File: src/rtl/fetch_queue_pkg.sv
// Shared LA64 front-end constants for the fetch queue and its users.
// Latency: n/a (constants only).
// Backpressure: n/a.
package fetch_queue_pkg;

  localparam int LA64_PC_WIDTH   = 64;
  localparam int LA64_INST_WIDTH = 32;
  // Instruction slots per fetch packet.
  localparam int FETCH_WIDTH     = 2;
  localparam logic [LA64_PC_WIDTH-1:0] DEFAULT_PC = 64'h0000_0000_1C00_0000;

endpackage : fetch_queue_pkg

File: src/rtl/fetch_queue_if.sv
// Fetch-packet write port, decode read port, flush and status of the fetch queue.
// Latency: n/a (wires only).
// Backpressure: o_wr_ready gates writes, i_rd_ready gates reads.
// Modports: master = fetch/decode side driving i_*, slave = the queue driving o_*.
interface fetch_queue_if #(
  parameter int PC_WIDTH   = 64,
  parameter int INST_WIDTH = 32,
  parameter int DEPTH      = 8
);
  logic                       i_flush;
  logic                       i_wr_valid;
  logic                       o_wr_ready;
  logic [PC_WIDTH-1:0]        i_wr_pc;
  logic [INST_WIDTH-1:0]      i_wr_inst0;
  logic [INST_WIDTH-1:0]      i_wr_inst1;
  logic [1:0]                 i_wr_mask;
  logic                       o_rd_valid;
  logic                       i_rd_ready;
  logic [PC_WIDTH-1:0]        o_rd_pc;
  logic [INST_WIDTH-1:0]      o_rd_inst0;
  logic [INST_WIDTH-1:0]      o_rd_inst1;
  logic [1:0]                 o_rd_mask;
  logic [$clog2(DEPTH):0]     o_count;
  logic                       o_seq_err;

  modport master (
    output i_flush, i_wr_valid, i_wr_pc, i_wr_inst0, i_wr_inst1, i_wr_mask, i_rd_ready,
    input  o_wr_ready, o_rd_valid, o_rd_pc, o_rd_inst0, o_rd_inst1, o_rd_mask,
           o_count, o_seq_err
  );

  modport slave (
    input  i_flush, i_wr_valid, i_wr_pc, i_wr_inst0, i_wr_inst1, i_wr_mask, i_rd_ready,
    output o_wr_ready, o_rd_valid, o_rd_pc, o_rd_inst0, o_rd_inst1, o_rd_mask,
           o_count, o_seq_err
  );

endinterface : fetch_queue_if

File: src/rtl/fetch_queue_mem.sv
// Packet storage: DEPTH x DW register array, synchronous write, asynchronous read.
// Latency: write visible on the read port the cycle after the write edge.
// Backpressure: none; the caller guarantees the write slot is free.
// Ports: clk, wr_en/wr_addr/wr_dat write port, rd_addr/rd_dat read port. Data is not reset.
module fetch_queue_mem #(
  parameter int DEPTH = 8,
  parameter int DW    = 130,
  parameter int AW    = $clog2(DEPTH)
) (
  input  logic          clk,
  input  logic          wr_en,
  input  logic [AW-1:0] wr_addr,
  input  logic [DW-1:0] wr_dat,
  input  logic [AW-1:0] rd_addr,
  output logic [DW-1:0] rd_dat
);

  logic [DW-1:0] mem_q [DEPTH];

  always_ff @(posedge clk) begin
    if (wr_en) begin
      mem_q[wr_addr] <= wr_dat;
    end
  end

  assign rd_dat = mem_q[rd_addr];

endmodule : fetch_queue_mem

File: src/rtl/fetch_queue.sv
// Fetch packet FIFO between fetch and decode with PC-sequence checking and flush.
// Latency: 1 cycle write-to-read, no empty bypass; one push and one pop per cycle.
// Backpressure: o_wr_ready low only when full (independent of i_rd_ready); flush masks o_rd_valid.
// Ports: clk, rst_n (async active-low), fq (slave side of fetch_queue_if).
module fetch_queue
  import fetch_queue_pkg::*;
#(
  parameter int PC_WIDTH   = LA64_PC_WIDTH,
  parameter int INST_WIDTH = LA64_INST_WIDTH,
  parameter int DEPTH      = 8
) (
  input  logic          clk,
  input  logic          rst_n,
  fetch_queue_if.slave  fq
);

  localparam int AW = $clog2(DEPTH);
  localparam int CW = AW + 1;
  localparam int DW = PC_WIDTH + FETCH_WIDTH * INST_WIDTH + FETCH_WIDTH;
  // Byte span of one packet; consecutive packets must advance by this much.
  localparam logic [PC_WIDTH-1:0] PC_STEP = PC_WIDTH'(FETCH_WIDTH * INST_WIDTH / 8);
  localparam logic [CW-1:0]       FULL    = CW'(DEPTH);

  logic [AW-1:0]       wr_ptr_q, wr_ptr_d;
  logic [AW-1:0]       rd_ptr_q, rd_ptr_d;
  logic [CW-1:0]       count_q, count_d;
  logic [PC_WIDTH-1:0] exp_pc_q, exp_pc_d;
  logic                have_exp_q, have_exp_d;
  logic                seq_err_q, seq_err_d;

  logic                wr_ready;
  logic                rd_valid;
  logic                push;
  logic                pop;
  logic [DW-1:0]       wr_dat;
  logic [DW-1:0]       rd_dat;

  // Ready comes from registered count only, so a full queue refuses even while popping.
  assign wr_ready = (count_q != FULL);
  assign rd_valid = (count_q != '0) && !fq.i_flush;
  assign push     = fq.i_wr_valid && wr_ready && !fq.i_flush;
  assign pop      = rd_valid && fq.i_rd_ready;

  assign wr_dat = {fq.i_wr_pc, fq.i_wr_inst1, fq.i_wr_inst0, fq.i_wr_mask};

  fetch_queue_mem #(
    .DEPTH (DEPTH),
    .DW    (DW),
    .AW    (AW)
  ) u_mem (
    .clk     (clk),
    .wr_en   (push),
    .wr_addr (wr_ptr_q),
    .wr_dat  (wr_dat),
    .rd_addr (rd_ptr_q),
    .rd_dat  (rd_dat)
  );

  always_comb begin
    wr_ptr_d   = wr_ptr_q;
    rd_ptr_d   = rd_ptr_q;
    count_d    = count_q;
    exp_pc_d   = exp_pc_q;
    have_exp_d = have_exp_q;
    seq_err_d  = seq_err_q;

    if (fq.i_flush) begin
      // Redirect: empty the queue and restart the sequence check; the error stays sticky.
      wr_ptr_d   = '0;
      rd_ptr_d   = '0;
      count_d    = '0;
      have_exp_d = 1'b0;
    end else begin
      if (push) wr_ptr_d = wr_ptr_q + AW'(1);
      if (pop)  rd_ptr_d = rd_ptr_q + AW'(1);
      unique case ({push, pop})
        2'b10:   count_d = count_q + CW'(1);
        2'b01:   count_d = count_q - CW'(1);
        default: count_d = count_q;
      endcase
      if (push) begin
        if (have_exp_q && (fq.i_wr_pc != exp_pc_q)) seq_err_d = 1'b1;
        exp_pc_d   = fq.i_wr_pc + PC_STEP;
        have_exp_d = 1'b1;
      end
    end
  end

  always_ff @(posedge clk or negedge rst_n) begin
    if (!rst_n) begin
      wr_ptr_q   <= '0;
      rd_ptr_q   <= '0;
      count_q    <= '0;
      exp_pc_q   <= '0;
      have_exp_q <= 1'b0;
      seq_err_q  <= 1'b0;
    end else begin
      wr_ptr_q   <= wr_ptr_d;
      rd_ptr_q   <= rd_ptr_d;
      count_q    <= count_d;
      exp_pc_q   <= exp_pc_d;
      have_exp_q <= have_exp_d;
      seq_err_q  <= seq_err_d;
    end
  end

  assign fq.o_wr_ready = wr_ready;
  assign fq.o_rd_valid = rd_valid;
  assign fq.o_rd_pc    = rd_dat[DW-1 -: PC_WIDTH];
  assign fq.o_rd_inst1 = rd_dat[2 + 2*INST_WIDTH - 1 -: INST_WIDTH];
  assign fq.o_rd_inst0 = rd_dat[2 + INST_WIDTH - 1 -: INST_WIDTH];
  assign fq.o_rd_mask  = rd_dat[1:0];
  assign fq.o_count    = count_q;
  assign fq.o_seq_err  = seq_err_q;

endmodule : fetch_queue

File: src/flat_wrapper.sv
// flat-port wrapper written by rule: the top's interface ports become plain ports
module fetch_queue_flat import fetch_queue_pkg::*;
#(
  parameter int PC_WIDTH   = LA64_PC_WIDTH,
  parameter int INST_WIDTH = LA64_INST_WIDTH,
  parameter int DEPTH      = 8
)
  (clk, rst_n, fq_i_flush, fq_i_wr_valid, fq_i_wr_pc, fq_i_wr_inst0, fq_i_wr_inst1, fq_i_wr_mask, fq_i_rd_ready, fq_o_wr_ready, fq_o_rd_valid, fq_o_rd_pc, fq_o_rd_inst0, fq_o_rd_inst1, fq_o_rd_mask, fq_o_count, fq_o_seq_err);
  fetch_queue_if #(.PC_WIDTH(PC_WIDTH), .INST_WIDTH(INST_WIDTH), .DEPTH(DEPTH)) fq_i ();
  input  logic clk;
  input  logic rst_n;
  input wire logic [$bits(fq_i.i_flush)-1:0] fq_i_flush;
  input wire logic [$bits(fq_i.i_wr_valid)-1:0] fq_i_wr_valid;
  input wire logic [$bits(fq_i.i_wr_pc)-1:0] fq_i_wr_pc;
  input wire logic [$bits(fq_i.i_wr_inst0)-1:0] fq_i_wr_inst0;
  input wire logic [$bits(fq_i.i_wr_inst1)-1:0] fq_i_wr_inst1;
  input wire logic [$bits(fq_i.i_wr_mask)-1:0] fq_i_wr_mask;
  input wire logic [$bits(fq_i.i_rd_ready)-1:0] fq_i_rd_ready;
  output wire logic [$bits(fq_i.o_wr_ready)-1:0] fq_o_wr_ready;
  output wire logic [$bits(fq_i.o_rd_valid)-1:0] fq_o_rd_valid;
  output wire logic [$bits(fq_i.o_rd_pc)-1:0] fq_o_rd_pc;
  output wire logic [$bits(fq_i.o_rd_inst0)-1:0] fq_o_rd_inst0;
  output wire logic [$bits(fq_i.o_rd_inst1)-1:0] fq_o_rd_inst1;
  output wire logic [$bits(fq_i.o_rd_mask)-1:0] fq_o_rd_mask;
  output wire logic [$bits(fq_i.o_count)-1:0] fq_o_count;
  output wire logic [$bits(fq_i.o_seq_err)-1:0] fq_o_seq_err;
  assign fq_i.i_flush = fq_i_flush;
  assign fq_i.i_wr_valid = fq_i_wr_valid;
  assign fq_i.i_wr_pc = fq_i_wr_pc;
  assign fq_i.i_wr_inst0 = fq_i_wr_inst0;
  assign fq_i.i_wr_inst1 = fq_i_wr_inst1;
  assign fq_i.i_wr_mask = fq_i_wr_mask;
  assign fq_i.i_rd_ready = fq_i_rd_ready;
  assign fq_o_wr_ready = fq_i.o_wr_ready;
  assign fq_o_rd_valid = fq_i.o_rd_valid;
  assign fq_o_rd_pc = fq_i.o_rd_pc;
  assign fq_o_rd_inst0 = fq_i.o_rd_inst0;
  assign fq_o_rd_inst1 = fq_i.o_rd_inst1;
  assign fq_o_rd_mask = fq_i.o_rd_mask;
  assign fq_o_count = fq_i.o_count;
  assign fq_o_seq_err = fq_i.o_seq_err;
  fetch_queue #(.PC_WIDTH(PC_WIDTH), .INST_WIDTH(INST_WIDTH), .DEPTH(DEPTH)) u_core (.clk(clk), .rst_n(rst_n), .fq(fq_i));
endmodule
File: config.mk
export PLATFORM = sky130hd
export DESIGN_NAME = fetch_queue_flat
export DESIGN_NICKNAME = d
export VERILOG_FILES = /design/src/rtl/fetch_queue_pkg.sv /design/src/rtl/fetch_queue_if.sv /design/src/rtl/fetch_queue_mem.sv /design/src/rtl/fetch_queue.sv /design/src/flat_wrapper.sv
export SDC_FILE = /design/constraint.sdc
export NUM_CORES = 1
export LEC_CHECK = 0
export BUFFER_PORTS_ARGS = -buffer_cell sky130_fd_sc_hd__buf_4
export CORE_UTILIZATION = 35
export CTS_CLUSTER_DIAMETER = 80
export DETAILED_ROUTE_END_ITERATION = 10
export SYNTH_ARGS = -nofsm -noshare
export SYNTH_HDL_FRONTEND = slang
export SYNTH_HIERARCHICAL = 1
export SYNTH_SLANG_ARGS = --single-unit
File: constraint.sdc
create_clock -name clk -period 20.2 [get_ports clk]
set_input_delay 1.01 -clock clk [delete_from_list [all_inputs] [get_ports clk]]
set_output_delay 1.01 -clock clk [all_outputs]
set_load 0.02 [all_outputs]
==> summary.txt, run 1 <==
Run status
  – Status: finished, final reports clean

Synth
  – EDFF count, synth: 1040
  – Syn_area_per_cell: between 20 and 25 um^2
  – Async SR Flop Fraction: 6.81%
  – Commonest cells in the synthesized netlist: edfxtp_1, mux4_2, mux2_2
  – Sequential area share after synthesis: 74.5%
  – Dominant cells by area after synthesis: edfxtp_1, mux4_2, dfrtp_1
  – Share of the synthesized area in the top cell type: 70.2%
  – Post-synth net total: approximately 2200
  – Flops & latches, synth: 1116
  – Syn. warnings: 6
  – Most common cell in the netlist: edfxtp_1
  – Main synth FF type: edfxtp_1
  – Synthesized instance count: 2103
  – Cell variety after synth: 52
  – Top cell type by total area after synthesis: edfxtp_1
  – Netlist area before placement: 0.0445 mm^2

Critical path
  – R2r startpoint: u_core/fq.o_count[0]$_DFFE_PN0P_
  – Reg2Reg Depth: 9
  – Worst setup EP type: output pin
  – Critical path class: reg -> out
  – WP data arrival: between 5000 and 6000 ps
  – Worst Setup Start Kind: register
  – CP Launch Point: u_core/rd_ptr_q[0]$_DFFE_PN0P_
  – CP required: around 19000 ps
  – Critical path peak fanout: 47

Worst hold path
  – Worst Hold Class: in -> async

STA
  – Max-slew violations: 0
  – Skew final: 31.4 ps
  – Min Clock Period, post-route: 6260 ps
  – RSZ-0062 raised after global routing: no
  – # setup viols final: 0
  – Final period utilization: between 30 and 40%
  – Final Hold Vio Count: 0
  – Worst slew margin: between 20 and 25%
  – Slew at the pin closest to its max-slew limit: 1140 ps
  – Setup TNS: 0 ps
  – Max Fclk: 160 MHz

Finish
  – Share of layout cells above drive strength 1: 33.3%
  – Sequential cell area: 0.0331 mm^2
  – Post-layout net count: 2562
  – Synthesis-to-finish area growth: 17.2%
  – Multi-input combinational cell area: 0.0106 mm^2
  – Fillers: 11000

CTS
  – Htree depth: 3
  – Clk_lat worst skew: 760 ps
  – Post-CTS setup buffers: 0
  – Clock root buffer: clkbuf_16
  – Reg clk slew, reported paths: 60 ps
  – Num CTS Buffers: 117
  – Clock tree buffer depth: 3
  – Sink Count: 1116
  – CTS tree: built
  – Post_cts resized: 0
  – CTS Hold Bufs: 0

GRT
  – GR Util All Layers: 16.1%
  – GR Overflow Total: 0
  – Number of global-route vias before repair: 22400
  – Antenna violations before repair: 20
  – Pin count of the biggest net entering global routing: 131
  – First-pass GRT wire length: 150000 um

Routing
  – 1st-pass router iterations: 6
  – Vias: 21600
  – Detail Route Antenna Nets: 0
  – Routed WL per cell: 25.0 um
  – Remaining DRCs: 0
  – Initial detailed-routing violation count: around 1700
  – Vias per cell: 5.16
  – Routed WL: 104000 um

Power and ir drop
  – Total power: 0.00587 W
  – Max VDD drop: 0.0000724 V
  – Lkg Pwr: roughly 17 nW
  – PwrDens: 113 mW/mm^2

Placement
  – Port Buffers: 271
  – HPWL Detailed: just under 60000 um
  – RD Place Congestion: 0.775

Floorplan
  – Initial Util: around 35%
  – Core area: roughly 0.13 mm^2
  – Row cnt: 130
  – # IOs: about 270
  – Die Area: 0.128 mm^2
  – Die Span Y: 358 um
  – Die width: 358 um

Job
  – Max cap viols: 0
==> critical path, cell delays in order (launching register included) <==
cell and delay (ps):
dfrtp_4 990, buf_4 830, buf_4 740, buf_4 700, mux4_1 640, mux2_2 310
buf_4 170
==> path summary, 6_finish.rpt <==
kind                                                       end  slack, ps
min in group clk           u_core/u_mem/mem_q[7][48]$_DFFE_PP_        480
hold reg to reg                u_core/exp_pc_q[22]$_DFFE_PN0P_        500
max in group asynchronous       u_core/rd_ptr_q[0]$_DFFE_PN0P_      18890
hold / removal                u_core/fq.o_count[3]$_DFFE_PN0P_         80
setup / recovery                                fq_o_rd_pc[46]      13940
setup reg to reg           u_core/u_mem/mem_q[2][41]$_DFFE_PP_      15850
==> kinds of logic after synthesis <==
kind of cell | count (synthesis) | share of synthesized area [%]
xor gates and xnor gates | 114 | 2.25
DFF | 1116 | 74.5
adders and majority gates | 6 | 0.186
AOI/OAI and AO/OA | 82 | 1.06
buffers and inverters | 117 | 1.74
and+or+nand+nor | 275 | 3.24
muxes | 393 | 17.0
==> placed cells by master, fill, tap and decap left out, types with 5 or more instances in the layout <==
master         n
o31ai_1        7
clkbuf_1      24
nand3_1       35
nor4_1        24
nand2_1       84
o21ai_0       51
ha_1           5
bufinv_16     11
dfrtp_1       73
mux4_1        56
clkinv_16      5
a31oi_1       14
or4_1          5
edfxtp_1    1040
clkinv_1      18
mux4_2       204
and2_1         5
clkinv_2      26
nor3_1        15
nand4_1       29
inv_1         12
and3_1         6
clkinvlp_4    10
mux2_2       131
xor2_1         9
and4_1         9
nor2_4         6
buf_4        300
xnor2_1      105
clkbuf_8       5
clkbuf_16    117
nor2_1        32
==> metrics by stage <==
step	setup WS [ps]	utilization [%]	instance area, um^2	hold slack [ps]	cells
finish	13940	41.5	52100	79.4	4179
global route	13480	41.5	52100	48.1	4177
CTS	13700	41.4	52100	18.0	4176
detailed placement	14510	38.3	48200	491	3952
global placement	14590	38.3	48200	480	3952
floorplan	8780	-	44500	465	2103
==> power by group <==
part,switching (W),total [W],internal (W),leakage [nW]
registers,0.0000653,0.00267,0.00261,10.3
clock network,0.000924,0.00216,0.00124,1.89
logic,0.000531,0.00104,0.000507,4.39
==> state kept, by name (all words and copies together), names as in the netlist <==
register and cells:
u_core/wr_ptr_q 3, u_core/exp_pc_q 64, u_core/fq.o_count 4, u_core/rd_ptr_q 3, u_core/have_exp_q 1, u_core/fq.o_seq_err 1, u_core/u_mem/mem_q 1040
==> routing by layer <==
metal / up-vias / part of all wire [%] / global-route usage [%] / wire length, um
li1: 9348 / - / - / -
met1: 11500 / 43 / 21.9 / 45200
met2: 556 / 48 / 25.6 / 49700
met3: 165 / 6.7 / 4.37 / 7030
met4: 30 / 2.1 / 4.59 / 2200
met5: - / 0.18 / 0 / 191
==> final cells by class <==
class | count | area share, %
Timing Repair Buffer | 303 | 4.44
Tap cell | 1650 | 3.96
Clock buffer | 146 | 5.92
Inverter | 13 | 0.0936
Sequential cell | 1116 | 63.6
Clock inverter | 78 | 1.62
Multi-Input combinational cell | 870 | 20.4
Antenna cell | 3 | 0.0144
(Power assumes the default switching activity.)
==> run 2, diff against run 1 <==
==> constraint.sdc (replaced) <==
create_clock -name clk -period 5.9 [get_ports clk]
set_input_delay 0.295 -clock clk [delete_from_list [all_inputs] [get_ports clk]]
set_output_delay 0.295 -clock clk [all_outputs]
set_load 0.02 [all_outputs]
==> run 2 against run 1 <==
Cell count is 3.0% higher. First-iteration DRC count rose by 1.6%. Non-clock buffer count is 128 higher. Combinational power rose to 3.5 times the previous value. Clock power grew to 3.4 times the previous value. Via count grew 1.2%. Flip-flop and latch count did not move. Sequential share of layout area is 1.6 points lower. Clock skew decreased by 0.74 ps. Highest routed layer unchanged.
==> summary.txt, run 2 (synthesis gave the netlist of run 1 again) <==
Critical path
  – WP data arrival: 3530 ps (was 5250 ps)
  – Critical path class: reg -> out (unchanged)
  – Worst setup EP type: output pin (unchanged)
  – Worst Setup Start Kind: register (unchanged)
  – Critical path peak fanout: 43 (was 47)
  – R2r startpoint: u_core/fq.o_count[0]$_DFFE_PN0P_ (unchanged)
  – Reg2Reg Depth: 7 (was 9)
  – CP Launch Point: u_core/rd_ptr_q[0]$_DFFE_PN0P_ (unchanged)
  – R2r setup slk: 2510 ps (was 15850 ps)
  – Critical Path Sink: fq_o_rd_pc[34] (was fq_o_rd_pc[46])
  – CP required: 5610 ps (was 19190 ps)
  – R2r endpoint: u_core/u_mem/mem_q[4][46]$_DFFE_PP_ (was u_core/u_mem/mem_q[2][41]$_DFFE_PP_)

STA
  – Setup TNS: 0 ps (unchanged)
  – Max Fclk: 261 MHz
  – Max-slew violations: 0 (unchanged)
  – RSZ-0062 raised after global routing: no (unchanged)
  – Slew at the pin closest to its max-slew limit: 1100 ps (was 1140 ps)
  – Min Clock Period, post-route: 3830 ps
  – Final Hold Vio Count: 0 (unchanged)
  – Final period utilization: 64.9%
  – Skew final: 30.6 ps (was 31.4 ps)
  – Worst slew margin: 26.8% (was 24.0%)
  – # setup viols final: 0 (unchanged)

Finish
  – Share of layout cells above drive strength 1: 30.8% (was 33.3%)
  – Final Core Density: 42.5% (was 41.5%)
  – Commonest non-fill, non-tap cell in the layout: edfxtp_1 (unchanged)
  – Commonest non-fill, non-tap cells in the layout: edfxtp_1, buf_4, mux4_2, dlygate4sd3_1, mux2_2 (was edfxtp_1, buf_4, mux4_2, mux2_2, clkbuf_16)
  – Max reg flops: 1040 (unchanged)
  – Largest Register: u_core/u_mem/mem_q (unchanged)
  – Post-layout net count: 2692 (was 2562)
  – Synthesis-to-finish area growth: 20.3% (was 17.2%)

Job
  – Max cap viols: 0 (unchanged)

CTS
  – Reg clk slew, reported paths: 60 ps (about the same)
  – Post-CTS setup buffers: 0 (unchanged)
  – CTS Hold Bufs: 136 (was 0)
  – Sink Count: 1116 (unchanged)
  – Post_cts resized: 0 (unchanged)
  – Clock root buffer: clkbuf_16 (unchanged)
  – CTS tree: built (unchanged)
  – Num CTS Buffers: 119 (was 117)
  – Htree depth: 3 (unchanged)
  – Clk_lat worst skew: 710 ps (was 760 ps)
  – Clock tree buffer depth: 3 (unchanged)

Power and ir drop
  – PwrDens: 375 mW/mm^2 (was 113 mW/mm^2)
  – Lkg Pwr: 17.1 nW (was 16.6 nW)
  – Max VDD drop: 0.000229 V (was 0.0000724 V)
  – Total power: 0.0201 W (was 0.00587 W)

Routing
  – Vias per cell: 5.07 (was 5.16)
  – Remaining DRCs: 0 (unchanged)
  – 1st-pass router iterations: 5 (was 6)
  – Routed WL per cell: 23.7 um (was 25.0 um)
  – Detail Route Antenna Nets: 0 (unchanged)
  – Routed WL: 102000 um (was 104000 um)
  – Vias: 21800 (was 21600)
  – Initial detailed-routing violation count: 1689 (was 1662)

Floorplan
  – Row cnt: 130 (unchanged)
  – Initial Util: 35.4% (unchanged)
  – Die Area: 0.128 mm^2 (unchanged)
  – Die width: 358 um (unchanged)
  – Die Span Y: 358 um (unchanged)
  – Core area: 0.126 mm^2 (unchanged)
  – # IOs: 272 (unchanged)

GRT
  – Number of global-route vias before repair: 23100 (was 22400)
  – Antenna violations before repair: 17 (was 20)
  – Pin count of the biggest net entering global routing: 131 (unchanged)
  – GR Overflow Total: 0 (unchanged)
  – First-pass GRT wire length: 150000 um (about the same)
  – GR Util All Layers: 15.8% (was 16.1%)

Placement
  – HPWL Detailed: 56300 um (was 58000 um)
  – Port Buffers: 271 (unchanged)
  – RD Place Congestion: 0.816 (was 0.775)

Worst hold path
  – Worst Hold Class: in -> async (unchanged)

Run status
  – Status: finished, final reports clean (unchanged)
-- run 2: how the worst min path moves through the flow --
stage | from | endpoint | slack (ps) | cells after the start
after floorplan | rst_n | u_core/exp_pc_q[0]$_DFFE_PN0P_ | -0.6 | 0
after global placement | u_core/exp_pc_q[10]$_DFFE_PN0P_ | u_core/exp_pc_q[10]$_DFFE_PN0P_ | 480 | 2
after detailed placement | u_core/exp_pc_q[1]$_DFFE_PN0P_ | u_core/exp_pc_q[1]$_DFFE_PN0P_ | 490 | 2
after CTS | rst_n | u_core/fq.o_count[0]$_DFFE_PN0P_ | 300 | 2
after global routing | fq_i_wr_inst0[4] | u_core/u_mem/mem_q[1][6]$_DFFE_PP_ | 340 | 2
final | rst_n | u_core/fq.o_count[0]$_DFFE_PN0P_ | 270 | 2
-- run 2: through the flow --
stage | setup WS, ps | cell area (um^2) | cells | hold WS [ps]
finish | 2070 | 53500 | 4306 | 268
floorplan | -1790 | 44500 | 2103 | -0.591
global placement | 2560 | 48200 | 3944 | 482
global route | 1810 | 53500 | 4302 | 344
detailed placement | 2500 | 48200 | 3944 | 490
CTS | 1920 | 53500 | 4300 | 300
-- run 2: routing by layer --
layer  GRT usage (%)  routed length, um  part of all wire (%)  vias to the layer above
met1            21.5              45100                    44                    11500
met4            3.73               1590                   1.6                       26
met3            3.57               5850                   5.7                      140
met2            25.7              49400                    48                      535
met5               0                171                  0.17                        -
li1                -                  -                     -                     9622
-- run 2: cell type report --
cell class,instances,area [um^2]
Multi-Input combinational cell,870,10600
Fill cell,10900,72300
Inverter,13,48.8
Clock inverter,69,708
Antenna cell,6,15.0
Sequential cell,1116,33100
Timing Repair Buffer,431,3710
Tap cell,1650,2060
Clock buffer,151,3150
-- run 2: power by group --
group          internal [W]  leakage [nW]  switching, W
Clock               0.00425          1.88       0.00300
Combinational       0.00181          4.93       0.00186
Sequential          0.00892          10.3      0.000206
Total                0.0150          17.1       0.00507
-- run 2: critical path, cell delays in order (launching register included) --
cell	delay (ps)
dfrtp_4	830
buf_4	750
mux4_1	640
mux2_2	320
buf_4	170
==> run 3, diff against run 2 <==
==> constraint.sdc (replaced) <==
create_clock -name clk -period 3.87 [get_ports clk]
set_input_delay 0.1935 -clock clk [delete_from_list [all_inputs] [get_ports clk]]
set_output_delay 0.1935 -clock clk [all_outputs]
set_load 0.02 [all_outputs]
==> run 3 against run 2 <==
Wire length is 0.70% higher. Combinational power increased by 57%. Worst setup slack worse by 1500 ps. Count of clock-buffer cells in the layout rose by 3. Sequential share of layout area down 0.31 points.
==> summary.txt, run 3 (synthesis gave the netlist of run 1 again) <==
Routing
  – Initial detailed-routing violation count: 1645 (was 1689)
  – Vias: 22100 (was 21800)
  – Routed WL per cell: 23.8 um (was 23.7 um)
  – Detail Route Antenna Nets: 0 (unchanged)
  – Remaining DRCs: 0 (unchanged)
  – Vias per cell: 5.10 (was 5.07)
  – 1st-pass router iterations: 5 (unchanged)
  – Routed WL: 103000 um (was 102000 um)

Floorplan
  – Initial Util: 35.4% (unchanged)
  – Die Span Y: 358 um (unchanged)
  – Core area: 0.126 mm^2 (unchanged)
  – Row cnt: 130 (unchanged)
  – Die Area: 0.128 mm^2 (unchanged)
  – Die width: 358 um (unchanged)
  – # IOs: 272 (unchanged)

CTS
  – Clk_lat worst skew: 750 ps (was 710 ps)
  – Sink Count: 1116 (unchanged)
  – Post_cts resized: 0 (unchanged)
  – CTS Hold Bufs: 137 (was 136)
  – Clock root buffer: clkbuf_16 (unchanged)
  – Reg clk slew, reported paths: 60 ps (about the same)
  – Post-CTS setup buffers: 0 (unchanged)
  – Clock tree buffer depth: 3 (unchanged)
  – Htree depth: 3 (unchanged)
  – CTS tree: built (unchanged)
  – Num CTS Buffers: 116 (was 119)

Job
  – Max cap viols: 0 (unchanged)

Placement
  – HPWL Detailed: 58700 um (was 56300 um)
  – RD Place Congestion: 0.823 (was 0.816)
  – Cell area after placement: 0.0485 mm^2 (was 0.0482 mm^2)
  – Port Buffers: 271 (unchanged)
  – Pre-CTS setup slack: 833 ps (was 2500 ps)

Finish
  – Final Core Density: 42.7% (was 42.5%)
  – Multi-input combinational cell area: 0.0107 mm^2 (was 0.0106 mm^2)
  – Share of layout cells above drive strength 1: 31.9% (was 30.8%)
  – Max reg flops: 1040 (unchanged)
  – Post-route cell area: 0.0537 mm^2 (was 0.0535 mm^2)
  – Largest Register: u_core/u_mem/mem_q (unchanged)
  – Synthesis-to-finish area growth: 20.9% (was 20.3%)
  – Sequential cell area: 0.0331 mm^2 (about the same)
  – Post-layout net count: 2707 (was 2692)
  – Commonest non-fill, non-tap cell in the layout: edfxtp_1 (unchanged)
  – Commonest non-fill, non-tap cells in the layout: edfxtp_1, buf_4, mux4_2, dlygate4sd3_1, mux2_2 (unchanged)
  – Fillers: 10800 (was 10900)

STA
  – Setup WS post-layout: 578 ps (was 2070 ps)
  – Final Hold Vio Count: 0 (unchanged)
  – Min Clock Period, post-route: 3290 ps
  – Setup TNS: 0 ps (unchanged)
  – # setup viols final: 0 (unchanged)
  – Max-slew violations: 0 (unchanged)
  – Skew final: 27.4 ps (was 30.6 ps)
  – Worst slew margin: 37.0% (was 26.8%)
  – RSZ-0062 raised after global routing: no (unchanged)
  – Max Fclk: ~300 MHz
  – Slew at the pin closest to its max-slew limit: 945 ps (was 1100 ps)
  – Final period utilization: 85.1%

GRT
  – GR Util All Layers: 16.1% (was 15.8%)
  – GR Overflow Total: 0 (unchanged)
  – First-pass GRT wire length: 152000 um (was 150000 um)
  – Antenna violations before repair: 11 (was 17)
  – Number of global-route vias before repair: 23300 (was 23100)
  – Pin count of the biggest net entering global routing: 113 (was 131)

Critical path
  – Critical path class: reg -> out (unchanged)
  – Crit-path cells: buf_12, mux4_1, mux2_2, buf_4 (was buf_4, mux4_1, mux2_2, buf_4)
  – Delay-heaviest family, CP: multiplexers (unchanged)
  – CP required: 3680 ps (was 5610 ps)
  – Critical path peak fanout: 55 (was 43)
  – Crit-path max cell delay: 750 ps (was 830 ps)
  – WP data arrival: 3100 ps (was 3530 ps)
  – CP Buf/Inv Count: 2 (unchanged)
  – Worst setup EP type: output pin (unchanged)
  – Worst Setup Start Kind: register (unchanged)
  – CP max stage cell: dfrtp_4 (unchanged)
  – R2r setup slk: 850 ps (was 2510 ps)

Worst hold path
  – Worst Hold Class: in -> async (unchanged)

Power and ir drop
  – PwrDens: 570 mW/mm^2 (was 375 mW/mm^2)
  – Max VDD drop: 0.000368 V (was 0.000229 V)
  – Lkg Pwr: 17.2 nW (was 17.1 nW)
  – Total power: 0.0306 W (was 0.0201 W)

Run status
  – Status: finished, final reports clean (unchanged)
-- run 3: cell count changes in the layout (fill, tap and decap cells not counted), moves of 7 or more --
cell	previous run	this run
buf_4	284	291
buf_12	11	22
clkinv_2	17	24
clkinv_1	29	12
-- run 3: per-layer routing --
| layer | vias up | wire length (um) | GRT usage, % |
|---|---|---|---|
| li1 | 9649 | - | - |
| met1 | 11700 | 44300 | 21.4 |
| met2 | 553 | 51300 | 27.1 |
| met3 | 131 | 5160 | 3.04 |
| met4 | 16 | 1920 | 4.26 |
| met5 | - | 98 | 0 |
-- run 3: worst register-to-register path, stage by stage (launching register included) --
cell and delay, ps:
dfrtp_2 420, or4b_4 250, nand3_4 90, clkinv_4 250
nand2b_4 160, nor2_4 700, buf_4 730
-- run 3: path summary, 6_finish.rpt --
path	startpoint	endpoint	cells after the start
max	u_core/rd_ptr_q[0]$_DFFE_PN0P_	fq_o_rd_pc[12]	4
min	rst_n	u_core/fq.o_count[3]$_DFFE_PN0P_	3
min reg2reg	u_core/fq.o_seq_err$_DFFE_PN0P_	u_core/fq.o_seq_err$_DFFE_PN0P_	1
min in group clk	fq_i_wr_inst1[26]	u_core/u_mem/mem_q[7][60]$_DFFE_PP_	2
max in group asynchronous	rst_n	u_core/exp_pc_q[0]$_DFFE_PN0P_	3
max reg2reg	u_core/fq.o_count[3]$_DFFE_PN0P_	u_core/u_mem/mem_q[2][29]$_DFFE_PP_	6
-- run 3: metrics by stage --
stage / instances / hold WS (ps)
after floorplan: 2103 / -102
after global placement: 3961 / 196
after detailed placement: 3961 / 203
after CTS: 4317 / 2.22
after global routing: 4319 / 61.2
final: 4322 / 48.1
-- run 3: final cells by class --
cell class	count	share of cell area, %
clock inverter	65	1.29
clock buffer	154	5.84
multi-input combinational	870	19.8
inverter	13	0.100
tap	1650	3.84
sequential	1116	61.7
timing repair buffer	449	7.42
antenna	5	0.0233
-- run 3: power by group --
group / total [W] / internal (W) / switching (W)
clock network: 0.0110 / 0.00634 / 0.00467
logic: 0.00575 / 0.00285 / 0.00290
registers: 0.0139 / 0.0136 / 0.000274
